File: src/rtl/cordic_share_arbiter.sv
// cordic_share_arbiter: round-robin sharing of one iterative CORDIC core between two requesters,
// with a watchdog on core_done and a valid/ready response path back to the winner.
module cordic_share_arbiter #(
   parameter int DW      = 32,
   parameter int TIMEOUT = 64
) (
   input  logic          clk,
   input  logic          rst_n,
   input  logic [1:0]    req_valid,
   output logic [1:0]    req_ready,
   input  logic [DW-1:0] req_angle0,
   input  logic [DW-1:0] req_angle1,
   input  logic [1:0]    req_cos,
   output logic [1:0]    resp_valid,
   input  logic [1:0]    resp_ready,
   output logic [DW-1:0] resp_data,
   output logic          resp_err,
   output logic          core_start,
   output logic [DW-1:0] core_angle,
   output logic          core_cos,
   output logic          core_abort,
   input  logic          core_done,
   input  logic [DW-1:0] core_result,
   output logic          busy
);
   typedef enum logic [1:0] {IDLE, ISSUE, WAIT, RESP} state_t;
   localparam logic [7:0] LAST = 8'(TIMEOUT - 1);
   state_t state, state_nxt;
   logic id, rr_last, gnt, take, hit;
   logic [7:0] cnt;
   // with both requesting, the one not served last wins
   assign gnt  = (req_valid == 2'b11) ? ~rr_last : req_valid[1];
   assign take = (state == IDLE) && (|req_valid);
   assign hit  = (state == WAIT) && (core_done || cnt == LAST);
   assign busy = (state != IDLE);
   always_comb begin
      state_nxt  = state;
      req_ready  = 2'b00;
      resp_valid = 2'b00;
      core_start = 1'b0;
      core_abort = 1'b0;
      case (state)
         IDLE: begin
            req_ready = (take && rst_n) ? (gnt ? 2'b10 : 2'b01) : 2'b00;
            state_nxt = take ? ISSUE : IDLE;
         end
         ISSUE: begin
            core_start = 1'b1;
            state_nxt  = WAIT;
         end
         WAIT: begin
            core_abort = hit && !core_done;
            state_nxt  = hit ? RESP : WAIT;
         end
         default: begin
            resp_valid = id ? 2'b10 : 2'b01;
            state_nxt  = resp_ready[id] ? IDLE : RESP;
         end
      endcase
   end
   always_ff @(posedge clk or negedge rst_n)
      if (!rst_n) state <= IDLE;
      else state <= state_nxt;
   always_ff @(posedge clk or negedge rst_n) begin
      if (!rst_n) begin
         core_angle <= '0;
         core_cos   <= 1'b0;
         id         <= 1'b0;
         rr_last    <= 1'b1;
         cnt        <= 8'd0;
         resp_data  <= '0;
         resp_err   <= 1'b0;
      end else begin
         if (take) begin
            core_angle <= gnt ? req_angle1 : req_angle0;
            core_cos   <= req_cos[gnt];
            id         <= gnt;
         end
         cnt <= (state == WAIT) ? cnt + 8'd1 : 8'd0;
         if (hit) begin
            resp_data <= core_done ? core_result : '0;
            resp_err  <= ~core_done;
         end
         if (state == RESP && resp_ready[id]) rr_last <= id;
      end
   end
endmodule

File: config.mk
export PLATFORM = sky130hd
export DESIGN_NAME = cordic_share_arbiter
export DESIGN_NICKNAME = d
export VERILOG_FILES = /design/src/rtl/cordic_share_arbiter.sv
export SDC_FILE = /design/constraint.sdc
export NUM_CORES = 1
export LEC_CHECK = 0
export BUFFER_PORTS_ARGS = -buffer_cell sky130_fd_sc_hd__buf_2
export CAP_MARGIN = 20
export CORE_AREA = 2 2 91 93
export CTS_CLUSTER_DIAMETER = 200
export DETAILED_ROUTE_END_ITERATION = 10
export DIE_AREA = 0 0 93 95
export PLACE_DENSITY = 0.78
export SETUP_SLACK_MARGIN = 0.2
export SLEW_MARGIN = 5
export SYNTH_ARGS = -nofsm -noshare
export SYNTH_HDL_FRONTEND = slang
export SYNTH_SLANG_ARGS = --single-unit
File: constraint.sdc
create_clock -name clk -period 2.2 [get_ports clk]
set_input_delay 0.22 -clock clk [delete_from_list [all_inputs] [get_ports clk]]
set_output_delay 0.22 -clock clk [all_outputs]
set_load 0.01 [all_outputs]
==> summary.txt, run 1 <==
Place
  – I/O Buffers: 177
  – Placed Instances: 651
  – Dpl ws: 0.419 ns
  – Gpl congestion: 0.811
  – DPL Wire Length: 6.37 mm

GRT
  – Vias in the first global route: 2946
  – Initial antenna violation count: 0
  – Total grt overflow: 0
  – First-pass GRT wire length: 13.6 mm
  – Gr usage total: 19.5%
  – Largest net degree at the start of global routing: 58

Clocking
  – Skew-Pair Late Insertion Delay: 0.34 ns
  – Worst-path clk slew: 0.08 ns
  – Clock sinks: 78
  – CTS tree: yes
  – Clock buffer depth: 2
  – Clock buffer count from CTS: 9
  – H-tree depth: 3
  – Root buffer cell: clkbuf_8

Job
  – Max-cap violations: 0

Critical path
  – Worst setup SP type: register
  – Critical Path Slowest Stage Cell: dfrtp_1
  – Flop2flop setup slack: 0.53 ns
  – Worst setup EP type: output pin
  – Peak fanout along the critical path: 6
  – Worst EP required: 1.98 ns
  – Critical Path, Cell by Cell: inv_2 -> ha_4 -> nand2b_1 -> nor4_4 -> nor2b_1 -> buf_2
  – Crit-path max cell delay: 0.39 ns
  – Critical path type: register to output pin
  – Crit path DAT: 1.70 ns

Die
  – Row count: 33
  – DIE AREA: 8840 um2
  – CORE AREA: 7930 um2
  – I/O pin total: 178
  – Initial Util: 43.5%
  – Die W: 93 um
  – Die Span Y: 95 um

Timing
  – Final Skew: 0.0135 ns
  – Setup violations, final: 0
  – Worst-Margin Slew: 0.697 ns
  – RSZ-0062 raised after global routing: false
  – Worst Slack Setup Final: 0.281 ns
  – Final TNS setup: 0 ns
  – Final Hold Viols: 0
  – Slew margin rel.: 53.5%
  – Crit path time final: 1.92 ns
  – Pins Over Slew Limit: 0
  – Final worst-path cycle share: 87.2%
  – Fmax achieved: 521 MHz

Route
  – ANT nets after route: 0
  – Initial DRC Count: 83
  – Via count: 3299
  – WL final: 8.79 mm
  – Detailed Routing Iterations Pass 1: 4
  – Avg WL per Cell: 13.0 um
  – Via density: 4.89
  – Post-route DRC: 0

Run status
  – Status: complete, no violations

Final layout
  – N_diodes: 0
  – Most common cell after layout, fill and taps aside: buf_2
  – Most frequent cells in the layout: 176 x buf_2, 135 x nand2_1, 77 x dfrtp_1
  – Final Instance Count excl. Fillers: 675
  – Share of cells above drive strength 1: 37.7%
  – Layout overhead on the synthesized area: 35.8%
  – Final #Nets: 676
  – Final core occ: 59.1%

Synth
  – Seq/Total Area, Yosys: 56.6%
  – Synth area leader: dfrtp_1
  – Yosys warnings: 0
  – Synth top area share: 55.8%
  – Cells after Synth: 387
  – Mapped cell area: 3450 um2
  – Distinct cells, synth: 32
  – Yosys reg bits: 78
  – Net count after synthesis: 498
  – Most area-consuming cells after synthesis: dfrtp_1 56%, nand2_1 15%, a31oi_1 6.0%
  – Syn_area_per_cell: 8.92 um2

Power and ir drop
  – Static leakage: 2.40 nW
  – Max rail drop VDD: 0.000566 V
  – PwrDens: 1280 nW/um2
  – Final Total Pwr: 6.01 mW

Hold path
  – Hold crit path type: primary input to register
-- critical path: cells and delay by family, from the launching register on --
family,cells,cell delay [ns]
adder cells (fa/ha/maj),1,0.16
flip-flops,1,0.39
buffers and inverters,2,0.24
AND/OR/NAND/NOR,3,0.56
-- report_power, final --
part | internal, mW | switching (mW)
combinational | 1.09 | 1.45
sequential | 2.08 | 0.357
clock | 0.553 | 0.492
-- through the flow --
step / cell area, um2 / hold slack [ns]
5_1_grt: 4690 / 0.0699
6_report: 4690 / 0.0789
4_1_cts: 4620 / 0.0572
3_5_place_dp: 4410 / 0.136
3_3_place_gp: 4410 / 0.133
2_1_floorplan: 3450 / -0.0756
-- cell type report --
cell class	instances	area, um2
fillers	717	3240
flip-flops and latches	78	1950
multi-input cells	278	1380
repair buffers	191	1010
clock buffers	12	145
well taps	105	131
clock inverters	4	47.5
inverters	7	26.3
-- synth_stat cells, drive strengths merged --
library cell and number:
xnor2 1, o21ai 34, nor2b 2, mux2i 1
and3 2, nand2b 1, o41ai 1, nor4 1
dfstp 1, and2 3, a31oi 33, dfrtp 77
ha 6, xor2 2, mux2 1, nor2 38
o311ai 1, o32a 1, clkbuf 15, nand3 2
inv 7, o22ai 1, nand4 1, nand2 135
o21a 2, a21bo 1, a21oi 4, buf 10
a21boi 1, or3 2
-- cells by family (layout without fill, tap and decap cells) --
kind of cell / after synthesis / in the layout / synth area share (%)
buffers and inverters: 32 / 214 / 4.39
AND/OR/NAND/NOR: 187 / 187 / 21.9
AO/OA/AOI/OAI: 79 / 80 / 13.6
adder cells (fa/ha/maj): 6 / 6 / 2.18
flip-flops: 78 / 78 / 56.6
multiplexers: 2 / 2 / 0.616
XOR/XNOR: 3 / 3 / 0.762
-- final timing paths --
check	from	end	cells after the start
min	core_result[16]	resp_data[16]	3
min in group asynchronous	rst_n	core_angle[10]	2
max reg2reg	state[0]	resp_data[0]	6
max in group asynchronous	rst_n	resp_data[26]	3
min reg2reg	cnt[0]	cnt[0]	1
max	state[0]	core_abort	6
-- sequential cells by signal, indices dropped and copies added (netlist names) --
name	flops
cnt	8
state	2
core_cos	1
resp_err	1
id	1
resp_data	32
core_angle	32
rr_last	1
-- metal layers --
metal | vias to the layer above | GRT usage, % | part of all wire [%]
met5 | - | 0 | 0
met4 | 0 | 5.76 | 0.91
met3 | 6 | 5.91 | 8.5
met2 | 147 | 30.8 | 46
met1 | 1513 | 26.2 | 44
li1 | 1633 | - | -
-- timing repair --
action                     CTS  global route
hold buffers                 1             0
resized for setup            2             2
pin swaps                    0             1
hold endpoints to repair    21             0
setup endpoints to repair    2             2
buffers inserted             0             6
cloned                       0             1
(Power assumes the default switching activity.)
==> run 2: changes to the inputs <==
ABC_AREA = 1   (was default)
PLACE_DENSITY = 0.79   (was 0.78)
TNS_END_PERCENT = 50   (was default)
==> run 2 against run 1 <==
Cell count grew 2.1%. First-iteration DRC count shrank 23%. Worst hold slack lost 0.00058 ns. Non-clock buffer count shrank 8. Clock skew shrank 0.0052 ns. Maximum frequency grew 3.1%. Total power grew 2.3%. Count of clock-buffer cells in the layout shrank 1. Sequential share of layout area grew 0.27 points. Largest power group unchanged.
==> summary.txt, run 2 <==
Clocking
  – Worst-path clk slew: 0.08 ns (about the same)
  – Clock buffer depth: 2 (unchanged)
  – Root buffer cell: clkbuf_8
  – CTS tree: yes
  – Clock buffer count from CTS: 9 (unchanged)
  – H-tree depth: 3 (unchanged)
  – Clock sinks: 78 (unchanged)
  – Postcts setup bufs: 0 (unchanged)
  – Skew-Pair Late Insertion Delay: 0.34 ns (about the same)

Timing
  – Final worst-path cycle share: 84.6% (-2.6 points)
  – Final Hold Viols: 0 (unchanged)
  – Final TNS setup: 0 ns (unchanged)
  – Crit path time final: 1.86 ns (-0.0578 ns)
  – Final Skew: 0.00829 ns (-0.00525 ns)
  – Slew margin rel.: 55.8% (+2.3 points)
  – Setup violations, final: 0 (unchanged)
  – Fmax achieved: 537 MHz (+3.1%)
  – RSZ-0062 raised after global routing: true
  – Worst-Margin Slew: 0.663 ns (-0.0348 ns)
  – Pins Over Slew Limit: 0 (unchanged)
  – Hold slack: 0.0783 ns (-0.000579 ns)

Final layout
  – FILL cells: 697 (-2.8%)
  – Final #Nets: 690 (+2.1%)
  – Most common cell after layout, fill and taps aside: buf_2
  – Most frequent cells in the layout: 176 x buf_2, 115 x nand2_1, 77 x dfrtp_1
  – Final Instance Count excl. Fillers: 689 (+2.1%)
  – Layout overhead on the synthesized area: 33.3%
  – N_diodes: 0 (unchanged)
  – Share of cells above drive strength 1: 35.8% (-1.9 points)
  – Top Registers: core_angle x32, resp_data x32, cnt x8

Synth
  – Syn_area_per_cell: 8.61 um2 (-3.5%)
  – Seq/Total Area, Yosys: 55.9% (-0.71 points)
  – Yosys reg bits: 78 (unchanged)
  – Commonest cells in the netlist: 115 x nand2_1, 77 x dfrtp_1, 44 x nor2_1, 42 x o21ai_1, 36 x nand3_1
  – Net count after synthesis: 517 (+3.8%)
  – Synth top area share: 55.1% (-0.70 points)
  – Yosys warnings: 0 (unchanged)
  – Distinct cells, synth: 22 (-31%)
  – Count leader, synth: nand2_1
  – Synth area leader: dfrtp_1
  – Cells after Synth: 406 (+4.9%)
  – Most area-consuming cells after synthesis: dfrtp_1 55%, nand2_1 12%, o21ai_1 6.0%
  – EDFF count, synth: 0 (unchanged)
  – FFs w/ async S/R, synth: 100% (unchanged)
  – Top_reg_cell synth: dfrtp_1
  – Mapped cell area: 3490 um2 (+1.3%)

Place
  – DPL Wire Length: 6.40 mm (+0.43%)
  – Gpl congestion: 0.834 (+2.9%)
  – I/O Buffers: 177 (unchanged)
  – Placed Instances: 672 (+3.2%)

Die
  – DIE AREA: 8840 um2 (unchanged)
  – I/O pin total: 178 (unchanged)
  – Row count: 33 (unchanged)
  – Die Span Y: 95 um (unchanged)
  – Initial Util: 44.1% (+0.55 points)
  – Die W: 93 um (unchanged)
  – CORE AREA: 7930 um2 (unchanged)

GRT
  – Gr usage total: 20.1% (+0.54 points)
  – Initial antenna violation count: 0 (unchanged)
  – Total grt overflow: 0 (unchanged)
  – First-pass GRT wire length: 14.0 mm (+2.4%)
  – Vias in the first global route: 3036 (+3.1%)
  – Largest net degree at the start of global routing: 55 (-5.2%)

Job
  – Max-cap violations: 0 (unchanged)

Critical path
  – Worst reg2reg path depth: 6 (unchanged)
  – Crit path DAT: 1.64 ns (-0.06 ns)
  – R2r endpoint: core_cos
  – Worst EP required: 1.98 ns (about the same)
  – Worst setup EP type: output pin
  – Crit. Startpoint: rr_last
  – Critical path type: register to output pin
  – Peak fanout along the critical path: 35 (+29)
  – Worst setup SP type: register
  – CP endpoint: req_ready[1]
  – Flop2flop setup slack: 0.54 ns (about the same)
  – Critical R2R Launch: state[0]

Power and ir drop
  – PwrDens: 1320 nW/um2 (+2.9%)
  – Static leakage: 2.58 nW (+7.5%)
  – Max rail drop VDD: 0.000487 V (-14%)
  – Final Total Pwr: 6.15 mW (+2.3%)

Run status
  – Status: complete, no violations

Route
  – ANT nets after route: 0 (unchanged)
  – Detailed Routing Iterations Pass 1: 4 (unchanged)
  – Via density: 4.80 (-1.7%)
  – Initial DRC Count: 64 (-23%)
  – Post-route DRC: 0 (unchanged)
  – Avg WL per Cell: 12.7 um (-2.1%)
  – Via count: 3309 (+0.30%)
  – WL final: 8.78 mm (about the same)

Hold path
  – Hold crit path type: primary input to register
-- run 2: cells by family (layout without fill, tap and decap cells) --
group / count (synthesis) / in the layout / share of synthesized area [%]
flip-flops: 78 / 78 / 55.9
AO/OA/AOI/OAI: 79 / 79 / 12.0
adder cells (fa/ha/maj): 6 / 6 / 2.15
AND/OR/NAND/NOR: 202 / 202 / 23.7
buffers and inverters: 41 / 219 / 6.30
-- run 2: repair_timing --
item	CTS	global route
setup endpoints to repair	0	2
endpoints found under the hold margin	23	0
hold buffers	1	0
resized for setup	0	1
-- run 2: how the worst min path moves through the flow --
stage | startpoint | cells past startpoint | slack [ns] | end
2_1_floorplan | rst_n | 0 | -0.08 | cnt[0]
3_3_place_gp | rst_n | 1 | 0.14 | id
3_5_place_dp | rst_n | 1 | 0.15 | id
4_1_cts | core_result[10] | 3 | 0.06 | resp_data[10]
5_1_grt | core_result[4] | 3 | 0.05 | resp_data[4]
6_report | core_result[10] | 3 | 0.08 | resp_data[10]
-- run 2: critical path: stages, from the launching register on --
cell and delay (ns):
dfstp_2 0.38, nand2_1 0.07, nand2_2 0.05, inv_2 0.40, nand2_1 0.15, nor2_1 0.11
buf_2 0.13
-- run 2: per-layer routing --
metal	global-route usage, %	up-vias	wire [um]
met2	33.2	139	4190
li1	-	1654	-
met5	0	-	0
met4	5.76	0	76
met1	25.4	1510	3820
met3	6.54	6	695
-- run 2: final cells by class --
cell class	count	area, um2	share of cell area, %
sequential	78	1950	41.9
multi-input combinational	287	1320	28.4
timing repair buffer	183	936	20.1
clock buffer	11	131	2.82
tap	105	131	2.82
clock inverter	5	106	2.28
inverter	20	75.1	1.61
-- run 2: power by group --
group          internal (mW)  switching, mW
clock                  0.759          0.508
sequential              2.07          0.350
combinational          0.976           1.48
total                   3.81           2.34
-- run 2: per-stage QoR --
stage	cell area [um2]	setup slack (ns)	utilization [%]
after global routing	4660	0.173	58.7
after detailed placement	4410	0.493	55.6
after floorplan	3490	0.634	-
final	4660	0.339	58.7
after global placement	4410	0.534	55.6
after CTS	4650	0.233	58.7
==> run 3: changes to the inputs <==
CORE_AREA = 2 2 96 98   (was 2 2 91 93)
DIE_AREA = 0 0 98 100   (was 0 0 93 95)
PLACE_DENSITY = 0.75   (was 0.79)
clock period = 1.5 ns   (was 2.2 ns; I/O delays follow)
==> run 3 against run 2 <==
Die area up 11%. Sequential share of layout area decreased by 8.6 points. Core utilization up 7.1 points. Routed wire length up 32%. The run now ends with setup timing left. Cell count increased by 8.9%. Sequential power increased by 53%. First-iteration DRC count increased by 17%.
==> summary.txt, run 3 (synthesized netlist as in run 2, its figures left out) <==
Run status
  – Status: finished, violations left
  – Failing checks: setup timing

Critical path
  – Crit path DAT: 1.42 ns (-0.22 ns)
  – Worst setup EP type: output pin
  – Worst setup SP type: register
  – Critical R2R Launch: state[1]
  – Peak fanout along the critical path: 4 (-89%)
  – Flop2flop setup slack: -0.03 ns (-0.57 ns)
  – R2r endpoint: resp_data[21]
  – Critical path type: register to output pin
  – Worst reg2reg path depth: 7 (+1)
  – Worst EP required: 1.35 ns (-0.63 ns)

Timing
  – Slew margin rel.: 72.5% (+17 points)
  – Setup violations, final: 34 (+34)
  – Crit path time final: 1.57 ns
  – Worst Slack Setup Final: -0.0654 ns (-0.404 ns)
  – Final worst-path cycle share: 104%
  – RSZ-0062 raised after global routing: true
  – Pins Over Slew Limit: 0 (unchanged)
  – Final Skew: 0.0100 ns (+0.00173 ns)
  – Worst-Margin Slew: 0.412 ns (-0.250 ns)
  – Final Hold Viols: 0 (unchanged)
  – Fmax achieved: 639 MHz

Clocking
  – CTS tree: yes
  – Clock buffer count from CTS: 9 (unchanged)
  – Worst-path clk slew: 0.08 ns (about the same)
  – Root buffer cell: clkbuf_8
  – Clock buffer depth: 2 (unchanged)
  – Skew-Pair Late Insertion Delay: 0.36 ns (+0.02 ns)
  – Clock sinks: 78 (unchanged)
  – H-tree depth: 3 (unchanged)

GRT
  – Total grt overflow: 0 (unchanged)
  – Vias in the first global route: 3706 (+22%)
  – Largest net degree at the start of global routing: 79 (+44%)
  – First-pass GRT wire length: 17.8 mm (+28%)
  – Gr usage total: 23.1% (+3.0 points)
  – Initial antenna violation count: 0 (unchanged)

Power and ir drop
  – Switching share of power: 38.8% (+0.79 points)
  – Internal power: 6.94 mW (+82%)
  – Seq pwr share: 32.6% (-6.8 points)
  – PwrDens: 1940 nW/um2 (+47%)
  – Comb pwr share: 52.0% (+12 points)
  – Clock network power share: 15.3% (-5.3 points)
  – Max rail drop VDD: 0.000987 V (+100%)
  – NetSw: 4.41 mW (+88%)
  – Static leakage: 3.08 nW (+20%)

Route
  – Via density: 4.95 (+3.1%)
  – Avg WL per Cell: 15.5 um (+21%)
  – Initial DRC Count: 75 (+17%)
  – ANT nets after route: 0 (unchanged)
  – WL final: 11.6 mm (+32%)
  – Post-route DRC: 0 (unchanged)
  – Detailed Routing Iterations Pass 1: 5 (+1)
  – Via count: 3712 (+12%)

Final layout
  – FILL cells: 724 (+3.9%)
  – Top Registers: core_angle x32, resp_data x32, cnt x8
  – N_diodes: 0 (unchanged)
  – Layout overhead on the synthesized area: 67.5%
  – Most common cell after layout, fill and taps aside: buf_2
  – Share of cells above drive strength 1: 51.0% (+15 points)
  – Final #Nets: 745 (+8.0%)
  – Most frequent cells in the layout: 172 x buf_2, 91 x nand2_1, 76 x dfrtp_1
  – Final Instance Count excl. Fillers: 750 (+8.9%)

Place
  – Placed Instances: 681 (+1.3%)
  – Gpl congestion: 0.764 (-8.4%)
  – I/O Buffers: 177 (unchanged)
  – DPL Wire Length: 6.50 mm (+1.6%)
  – Dpl ws: -0.0833 ns (-0.576 ns)

Job
  – Max-cap violations: 0 (unchanged)

Hold path
  – Hold Crit Endpoint: resp_data[31]
  – WHS Path Cells: 3 (unchanged)
  – Hold crit path type: primary input to register
  – Hold Startpoint: core_result[31]

Die
  – Initial Util: 39.3% (-4.8 points)
  – DIE AREA: 9800 um2 (+11%)
  – Die Span Y: 100 um (+5.3%)
  – Row count: 35 (+6.1%)
  – CORE AREA: 8890 um2 (+12%)
  – I/O pin total: 178 (unchanged)
  – Die W: 98 um (+5.4%)
-- run 3: cell count changes in the layout (fill, tap and decap cells not counted), moves of 8 or more --
| cell | delta |
|---|---|
| buf_12 | +8 |
| buf_16 | +8 |
| buf_4 | +10 |
| buf_6 | +13 |
| dlygate4sd3_1 | +16 |
| nand2_1 | -24 |
| nand2_2 | +15 |
| nand2_4 | +9 |
| nand3_1 | -10 |
| nand3_2 | +10 |
| o21ai_0 | -20 |
| o21ai_1 | -11 |
| o21ai_2 | +31 |
-- run 3: worst max-delay path, stage by stage (launching register included) --
cell,delay (ns)
dfrtp_2,0.44
buf_6,0.13
buf_6,0.11
ha_4,0.16
inv_2,0.06
nor2_2,0.03
buf_2,0.14
-- run 3: layout make-up --
| cell class | instances | area (um2) | area share, % |
|---|---|---|---|
| sequential | 78 | 1950 | 33.4 |
| timing repair buffer | 237 | 1750 | 29.9 |
| multi-input combinational | 287 | 1680 | 28.7 |
| clock buffer | 12 | 145 | 2.48 |
| tap | 111 | 139 | 2.37 |
| inverter | 20 | 108 | 1.84 |
| clock inverter | 4 | 70.1 | 1.20 |
| timing repair inverter | 1 | 6.26 | 0.107 |
-- run 3: worst max-delay path by stage --
| stage | start | to | slack (ns) | cells past startpoint |
|---|---|---|---|---|
| after detailed placement | state[1] | core_angle[1] | -0.08 | 7 |
| after global placement | state[0] | resp_data[23] | 0.01 | 6 |
| after floorplan | state[1] | req_ready[0] | 0.20 | 5 |
| final | state[1] | resp_valid[0] | -0.07 | 6 |
| after CTS | state[1] | core_abort | -0.06 | 7 |
| after global routing | state[0] | core_abort | -0.12 | 7 |
-- run 3: metrics by stage --
step	setup TNS, ns	hold slack [ns]	util, %	total power [mW]	area [um2]
after floorplan	0	-0.146	-	5.84	3540
after global placement	0	0.250	50.8	7.26	4510
after detailed placement	-0.151	0.256	50.8	7.40	4510
after CTS	-0.520	0.000986	62.9	10.8	5590
after global routing	-3.40	0.000618	65.9	12.1	5850
final	-0.732	0.00496	65.9	11.4	5850
-- run 3: metal layers --
layer  share of wire (%)  routed length, um  track usage (%)  vias up
li1                    -                  -                -     1776
met1                  39               4560             27.9     1741
met2                  52               6060             41.0      171
met3                 6.4                741             4.04       24
met4                 2.1                243             9.62        0
met5                   0                  0                0        -
-- run 3: power groups by stage --
| stage | clock network [mW] | logic (mW) | registers [mW] |
|---|---|---|---|
| after floorplan | 0 | 1.88 | 3.96 |
| after global placement | 0 | 3.68 | 3.57 |
| after detailed placement | 0 | 3.82 | 3.58 |
| after CTS | 1.75 | 5.45 | 3.61 |
| after global routing | 1.86 | 6.40 | 3.80 |
| final | 1.74 | 5.91 | 3.70 |
-- run 3: repair_timing --
item                                    CTS  global route
endpoints found under the setup margin   75            79
gates cloned                             10             1
pin swaps                                25            21
buffers inserted                         20             5
resized for setup                        99            55
endpoints found under the hold margin    93             0
hold buffers                             17             0
